==> config.mk <==
export PLATFORM = sky130hd
export DESIGN_NAME = reorder_buffer
export DESIGN_NICKNAME = d
export VERILOG_FILES = /design/src/rtl/reorder_buffer.sv
export SDC_FILE = /design/constraint.sdc
export NUM_CORES = 2
export LEC_CHECK = 0
export ABC_AREA = 1
export CELL_PAD_IN_SITES_DETAIL_PLACEMENT = 0
export CELL_PAD_IN_SITES_GLOBAL_PLACEMENT = 1
export CORE_MARGIN = 2
export CORE_UTILIZATION = 54
export CTS_BUF_LIST = sky130_fd_sc_hd__clkbuf_16
export CTS_CLUSTER_DIAMETER = 150
export DETAILED_ROUTE_END_ITERATION = 16
export HOLD_SLACK_MARGIN = 0.12
export PLACE_DENSITY_LB_ADDON = 0.12
export REMOVE_ABC_BUFFERS = 1
export SYNTH_ARGS = -nofsm -noshare
export SYNTH_HDL_FRONTEND = slang
export SYNTH_SLANG_ARGS = --single-unit
==> constraint.sdc <==
create_clock -name clk -period 20.2 [get_ports clk]
set_clock_uncertainty 0.1 [all_clocks]
set_input_delay 4.04 -clock clk [delete_from_list [all_inputs] [get_ports clk]]
set_output_delay 4.04 -clock clk [all_outputs]
set_load 0.03 [all_outputs]
==> src/rtl/reorder_buffer.sv <==
`default_nettype none
// ============================================================================
// Module   : reorder_buffer
// Brief    : In-order retirement queue: nick allocation, CDB capture, commit
//            and misprediction flush. ROB_QUERY_EN adds two operand query ports.
// Revision : 1.0
// ============================================================================
module reorder_buffer #(
    parameter int ROB_DEPTH = 16,
    parameter int NICK_W    = 5,
    parameter int DATA_W    = 32,
    parameter int ADDR_W    = 32,
    parameter int NAME_W    = 5
) (
    input  logic              clk,
    input  logic              rst,
    input  logic              rdy,
    input  logic              iDP_en,
    input  logic [NAME_W-1:0] iDP_rd_regnm,
    input  logic              iDP_is_store,
    input  logic              iDP_is_br,
    input  logic              iDP_pd,
    input  logic [ADDR_W-1:0] iDP_pc,
    output logic              oDP_full,
    output logic              oREG_nick_en,
    output logic [NAME_W-1:0] oREG_nick_regnm,
    output logic [NICK_W-1:0] oREG_nick,
    input  logic              iCDB_en,
    input  logic [NICK_W-1:0] iCDB_nick,
    input  logic [DATA_W-1:0] iCDB_dt,
    input  logic              iCDB_taken,
    input  logic [ADDR_W-1:0] iCDB_target,
`ifdef ROB_QUERY_EN
    input  logic [NICK_W-1:0] iQ_nick1,
    input  logic [NICK_W-1:0] iQ_nick2,
    output logic              oQ_rdy1,
    output logic              oQ_rdy2,
    output logic [DATA_W-1:0] oQ_dt1,
    output logic [DATA_W-1:0] oQ_dt2,
`endif
    output logic              oREG_en,
    output logic [NAME_W-1:0] oREG_rd_regnm,
    output logic [DATA_W-1:0] oREG_rd_dt,
    output logic [NICK_W-1:0] oREG_rd_nick,
    output logic              oLSB_commit_en,
    output logic [NICK_W-1:0] oLSB_commit_nick,
    output logic              clr,
    output logic [ADDR_W-1:0] oIF_pc
);

    localparam int IDX_W = $clog2(ROB_DEPTH);
    localparam int CNT_W = $clog2(ROB_DEPTH + 1);

    logic [ROB_DEPTH-1:0] busy_q, ready_q, st_q, br_q, pd_q, taken_q;
    logic [NAME_W-1:0]    rd_q  [ROB_DEPTH];
    logic [DATA_W-1:0]    dt_q  [ROB_DEPTH];
    logic [ADDR_W-1:0]    tgt_q [ROB_DEPTH];
    logic [ADDR_W-1:0]    pc_q  [ROB_DEPTH];
    logic [IDX_W-1:0]     head_q, tail_q;
    logic [CNT_W-1:0]     count_q;

    logic              w_full, w_alloc, w_cdb_hit, w_commit, w_head_wr, w_mispred;
    logic [IDX_W-1:0]  w_cdb_idx;
    logic [NICK_W-1:0] w_head_nick;
    logic [ADDR_W-1:0] w_redirect;

    function automatic logic [IDX_W-1:0] inc_ptr(input logic [IDX_W-1:0] p);
        return (p == IDX_W'(ROB_DEPTH - 1)) ? '0 : p + IDX_W'(1);
    endfunction

    always_comb begin
        w_full          = (count_q == CNT_W'(ROB_DEPTH));
        w_alloc         = rdy & iDP_en & ~w_full;
        oDP_full        = w_full;
        oREG_nick_en    = w_alloc & ~iDP_is_store & (iDP_rd_regnm != '0);
        oREG_nick_regnm = iDP_rd_regnm;
        oREG_nick       = NICK_W'(tail_q) + NICK_W'(1);

        w_cdb_idx   = IDX_W'(iCDB_nick - NICK_W'(1));
        w_cdb_hit   = iCDB_en & (iCDB_nick != '0) & (iCDB_nick <= NICK_W'(ROB_DEPTH))
                      & busy_q[w_cdb_idx];
        // A result landing on the head this cycle defers its commit by one cycle.
        w_commit    = rdy & busy_q[head_q] & ready_q[head_q]
                      & ~(w_cdb_hit & (w_cdb_idx == head_q));
        w_head_wr   = ~st_q[head_q] & (rd_q[head_q] != '0);
        w_mispred   = w_commit & br_q[head_q] & (taken_q[head_q] != pd_q[head_q]);
        w_head_nick = NICK_W'(head_q) + NICK_W'(1);
        w_redirect  = taken_q[head_q] ? tgt_q[head_q] : pc_q[head_q] + ADDR_W'(4);
    end

    always_ff @(posedge clk) begin
        if (rst) begin
            head_q           <= '0;
            tail_q           <= '0;
            count_q          <= '0;
            busy_q           <= '0;
            ready_q          <= '0;
            oREG_en          <= 1'b0;
            oREG_rd_regnm    <= '0;
            oREG_rd_dt       <= '0;
            oREG_rd_nick     <= '0;
            oLSB_commit_en   <= 1'b0;
            oLSB_commit_nick <= '0;
            clr              <= 1'b0;
            oIF_pc           <= '0;
        end else if (!rdy) begin
            oREG_en          <= 1'b0;
            oREG_rd_regnm    <= '0;
            oREG_rd_dt       <= '0;
            oREG_rd_nick     <= '0;
            oLSB_commit_en   <= 1'b0;
            oLSB_commit_nick <= '0;
            clr              <= 1'b0;
            oIF_pc           <= '0;
        end else begin
            oREG_en          <= w_commit & w_head_wr;
            oREG_rd_regnm    <= w_commit ? rd_q[head_q] : '0;
            oREG_rd_dt       <= w_commit ? dt_q[head_q] : '0;
            oREG_rd_nick     <= w_commit ? w_head_nick : '0;
            oLSB_commit_en   <= w_commit & st_q[head_q];
            oLSB_commit_nick <= (w_commit & st_q[head_q]) ? w_head_nick : '0;
            clr              <= w_mispred;
            oIF_pc           <= w_mispred ? w_redirect : '0;

            if (w_cdb_hit) begin
                ready_q[w_cdb_idx] <= 1'b1;
                dt_q[w_cdb_idx]    <= iCDB_dt;
                taken_q[w_cdb_idx] <= iCDB_taken;
                tgt_q[w_cdb_idx]   <= iCDB_target;
            end
            if (w_commit) begin
                busy_q[head_q]  <= 1'b0;
                ready_q[head_q] <= 1'b0;
                head_q          <= inc_ptr(head_q);
            end
            if (w_alloc) begin
                busy_q[tail_q]  <= 1'b1;
                ready_q[tail_q] <= 1'b0;
                rd_q[tail_q]    <= iDP_rd_regnm;
                st_q[tail_q]    <= iDP_is_store;
                br_q[tail_q]    <= iDP_is_br;
                pd_q[tail_q]    <= iDP_pd;
                pc_q[tail_q]    <= iDP_pc;
                tail_q          <= inc_ptr(tail_q);
            end
            if (w_alloc && !w_commit) begin
                count_q <= count_q + CNT_W'(1);
            end else if (!w_alloc && w_commit) begin
                count_q <= count_q - CNT_W'(1);
            end
            // Flush wins over everything above, including this cycle's allocation.
            if (w_mispred) begin
                busy_q  <= '0;
                ready_q <= '0;
                head_q  <= '0;
                tail_q  <= '0;
                count_q <= '0;
            end
        end
    end

`ifdef ROB_QUERY_EN
    function automatic logic [DATA_W:0] query(input logic [NICK_W-1:0] n);
        logic [IDX_W-1:0] idx;
        logic [DATA_W:0]  res;
        idx = IDX_W'(n - NICK_W'(1));
        res = '0;
        if (n != '0 && n <= NICK_W'(ROB_DEPTH) && busy_q[idx]) begin
            if (ready_q[idx]) begin
                res = {1'b1, dt_q[idx]};
            end else if (iCDB_en && iCDB_nick == n) begin
                res = {1'b1, iCDB_dt};
            end
        end
        return res;
    endfunction

    always_comb begin
        {oQ_rdy1, oQ_dt1} = query(iQ_nick1);
        {oQ_rdy2, oQ_dt2} = query(iQ_nick2);
    end
`endif

endmodule
`default_nettype wire

==> metrics.md <==
| Metric | Value |
|---|---|
| Outcome | `complete, no violations` |
| Non-filler instance count after layout | `8110` |
| Highest clock rate | `between 0.09 and 0.1 GHz` |
| First-pass GRT wire length | `~290 mm` |
| Clk_lat worst skew | `around 0.80 ns` |
| TNS Setup | `0 ns` |
| Final Cycle Share | `approximately half` |
| Post-DRT Antenna Nets | `0` |
| Die X | `371 um` |
| Clk pin slew, worst setup/hold paths | `about 0.060 ns` |
| Post-route met1 wirelength | `roughly 80 mm` |
| CP Launch Point | `iDP_rd_regnm[2]` |
| Max_cap viols | `0` |
| Post-synth EDFFs | `around 1.7k` |
| Part of the power in the clock network | `43.1%` |
| Area of the multi-input gates | `approximately 17000 um^2` |
| Area contributors post-synth | `edfxtp_1, nand2_1, o21ai_0, nor2_1, dfxtp_1` |
| Crit path capture type | `output port` |
| Worst stage delay on the critical path | `around 0.88 ns` |
| Clk root buf | `clkbuf_16` |
| Synth-to-layout area growth | `12.5%` |
| Final wirelength | `just under 200 mm` |
| Met3 wire length | `between 15 and 20 mm` |
| Post-synth top area share | `between 60% and 70%` |
| I/O pin cnt | `roughly 210` |
| Sequential fraction of design power | `between 50% and 60%` |
| Max FO, Critical Path | `18` |
| Crit-path cells | `clkdlybuf4s50_1 -> nor3_1 -> a211oi_1 -> clkdlybuf4s50_1` |
| Power density over the cells | `91.1 nW/um^2` |
| # setup viols final | `0` |
| Mapped Area | `~73000 um^2` |
| Slack of the worst reg-to-reg path | `about 15 ns` |
| WHS | `0.373 ns` |
| Fin util | `61.3%` |
| Sink Count | `1811` |
| Critical-path top delay cell | `clkdlybuf4s50_1` |
| Slew HR | `between 15 and 20%` |
| Min setup slack post-route | `around 10 ns` |
| Sequential-to-total area share from yosys stat | `~73%` |
| Static leakage | `approximately 29 nW` |
| Top sig layer | `met5` |
| Yosys top cell by area | `edfxtp_1` |
| Area after DPL | `approximately 76000 um^2` |
| Gate power share | `about 1.8%` |
| Netlist cell types | `52` |
| Total grt overflow | `0` |
| Avg WL per Cell | `24.1 um` |
| Origin of the worst min-delay path | `count_q[4]$_SDFFE_PP0P_` |
| Die ar. | `between 100000 and 150000 um^2` |
| H-Tree Depth | `4` |
| Hold-fix buffers at CTS | `0` |
| Pre-CTS WS | `around 10 ns` |
| Syn. warnings | `0` |
| Startpoint types | `primary input` |
| Top cell by count, worst path | `clkdlybuf4s50_1` |
| Die height | `371 um` |
| CTS tree | `built` |
| Reg2reg end | `oIF_pc[15]$_SDFF_PP0_` |
| Clock buffer depth | `3` |
| WP data required | `about 16 ns` |
| Share of layout cells above drive strength 1 | `between 6 and 7%` |
| Vias in the first global route | `45.7k` |
| Vias per inst | `just under 6` |
| WS Path Type | `in -> out` |
| Post-CTS resize count | `0` |
| Drt drc | `0` |
| P_sw | `between 1 and 1.5 mW` |
| Hold Crit Depth | `2` |
| Standard-cell row count | `~130` |
| Hold worst-path end | `count_q[4]$_SDFFE_PP0P_` |
| Reg area | `53100 um^2` |
| Post-CTS Setup Inserts | `0` |
| Post-Place Cells | `just under 8k` |
| Peak VDD IR | `just over 0.08 mV` |
| DP Wirelength | `~100 mm` |
| Fin. max-slew vios | `0` |
| Largest net degree at the start of global routing | `189` |
| Min-Delay Path Class | `reg -> reg` |
| R2R cell count | `10` |
| Int Pwr | `~6 mW` |
| PortBufs | `208` |
| Initial DRC Count | `5021` |
| Gpl congestion | `approximately 0.85` |
| DR vias | `between 40k and 50k` |
| Initial antenna violation count | `24` |
| Synth Flop Type | `edfxtp_1` |
| Leading cell type in the layout, fill and taps excluded | `edfxtp_1` |
| Final Hold Fails | `0` |
| Post-synth ARST share | `0%` |
| Fin crit period | `10.13 ns` |
| Core area | `about 130000 um^2` |
| Total GRT Usage | `between 20% and 30%` |
| CP arrival | `between 5 and 6 ns` |
| Routed met2 length | `roughly 90 mm` |
| Number of synthesized register bits | `~1.8k` |
| Final Power | `~7.5 mW` |
| Most frequent cells in the layout | `edfxtp_1, nand2_1, nor2_1` |
| Actual slew at the worst max-slew pin | `~1.2 ns` |
| Net Sw Frac | `roughly a fifth` |
| Final layout net count | `around 6.3k` |
| Fill count | `between 10k and 15k` |
| Average size of a mapped cell | `~12 um^2` |
| Unrepaired setup endpoints after global routing | `false` |
| Initial core utilization | `a little over half` |
| CTS Buf Count | `between 150 and 200` |
| Pre-antenna DRT Iters | `5` |
| Post-Syn Instances | `~6k` |
| Final instance area | `82000 um^2` |
[area by class of cell]
cell class / instances / share of cell area (%)
sequential: 1811 / 64.8
clock inverter: 150 / 1.23
clock buffer: 188 / 5.74
multi-input combinational: 3570 / 20.7
inverter: 329 / 1.54
tap: 1768 / 2.70
antenna: 12 / 0.0366
timing repair buffer: 282 / 3.26
[sequential cells by signal (all words and copies together), names as in the netlist, 32 cells and up, named ones only]
name,cells
oREG_rd_dt,32
oIF_pc,32
pc_q,512
tgt_q,512
rd_q,80
dt_q,512
[routing by layer]
layer  GRT usage [%]  vias to the layer above
met1            38.9                    23500
met4            10.7                       20
li1                -                    21800
met5               0                        -
met2            45.1                     1829
met3            5.11                      369
[power groups by stage]
| stage | Sequential (mW) | Combinational, mW | Clock, mW |
|---|---|---|---|
| floorplan | 4.19 | 0.0411 | 0 |
| global placement | 4.19 | 0.133 | 0 |
| detailed placement | 4.19 | 0.136 | 0 |
| CTS | 4.11 | 0.136 | 3.26 |
| global route | 4.11 | 0.149 | 3.41 |
| finish | 4.11 | 0.136 | 3.22 |
[worst max-delay path, delay by kind of cell]
family          cells  cell delay, ns
compound gates      1            0.25
simple gates        1            0.11
buf+inv             2            1.59
[worst max path at each step]
stage | end | depth (start not counted)
after floorplan | oIF_pc[18]$_SDFF_PP0_ | 16
after global placement | oREG_nick_en | 4
after detailed placement | oREG_nick_en | 4
after CTS | oREG_nick_en | 4
after global routing | oREG_nick_en | 4
final | oREG_nick_en | 4
[Yosys cell counts (3+ instances only)]
cell type  number
buf_1          11
o21ai_1        23
clkbuf_1      207
ha_1           17
edfxtp_1     1680
a31oi_1        11
a32o_1          3
nor3_1         33
inv_2          10
o22ai_1       183
buf_4          37
xnor2_1         7
buf_6          14
o221ai_1      104
nand4_1        14
o211ai_1       42
nor2_2          9
inv_1         316
nand3_1       371
nor2_1        841
a21oi_1       109
a22o_1          4
nand2_1      1085
o21ai_0       640
xor2_1         12
dfxtp_1       131
a41oi_1        32
nand2_4         5
buf_2         113
[logic make-up after synthesis]
group	count (synthesis)	synth area share, %
AOI/OAI and AO/OA	1163	9.26
buffers and inverters	711	4.20
and+or+nand+nor	2370	13.2
DFF	1811	72.8
xor gates and xnor gates	19	0.228
adders and majority gates	18	0.319
Power figures use the tool's default switching activity.
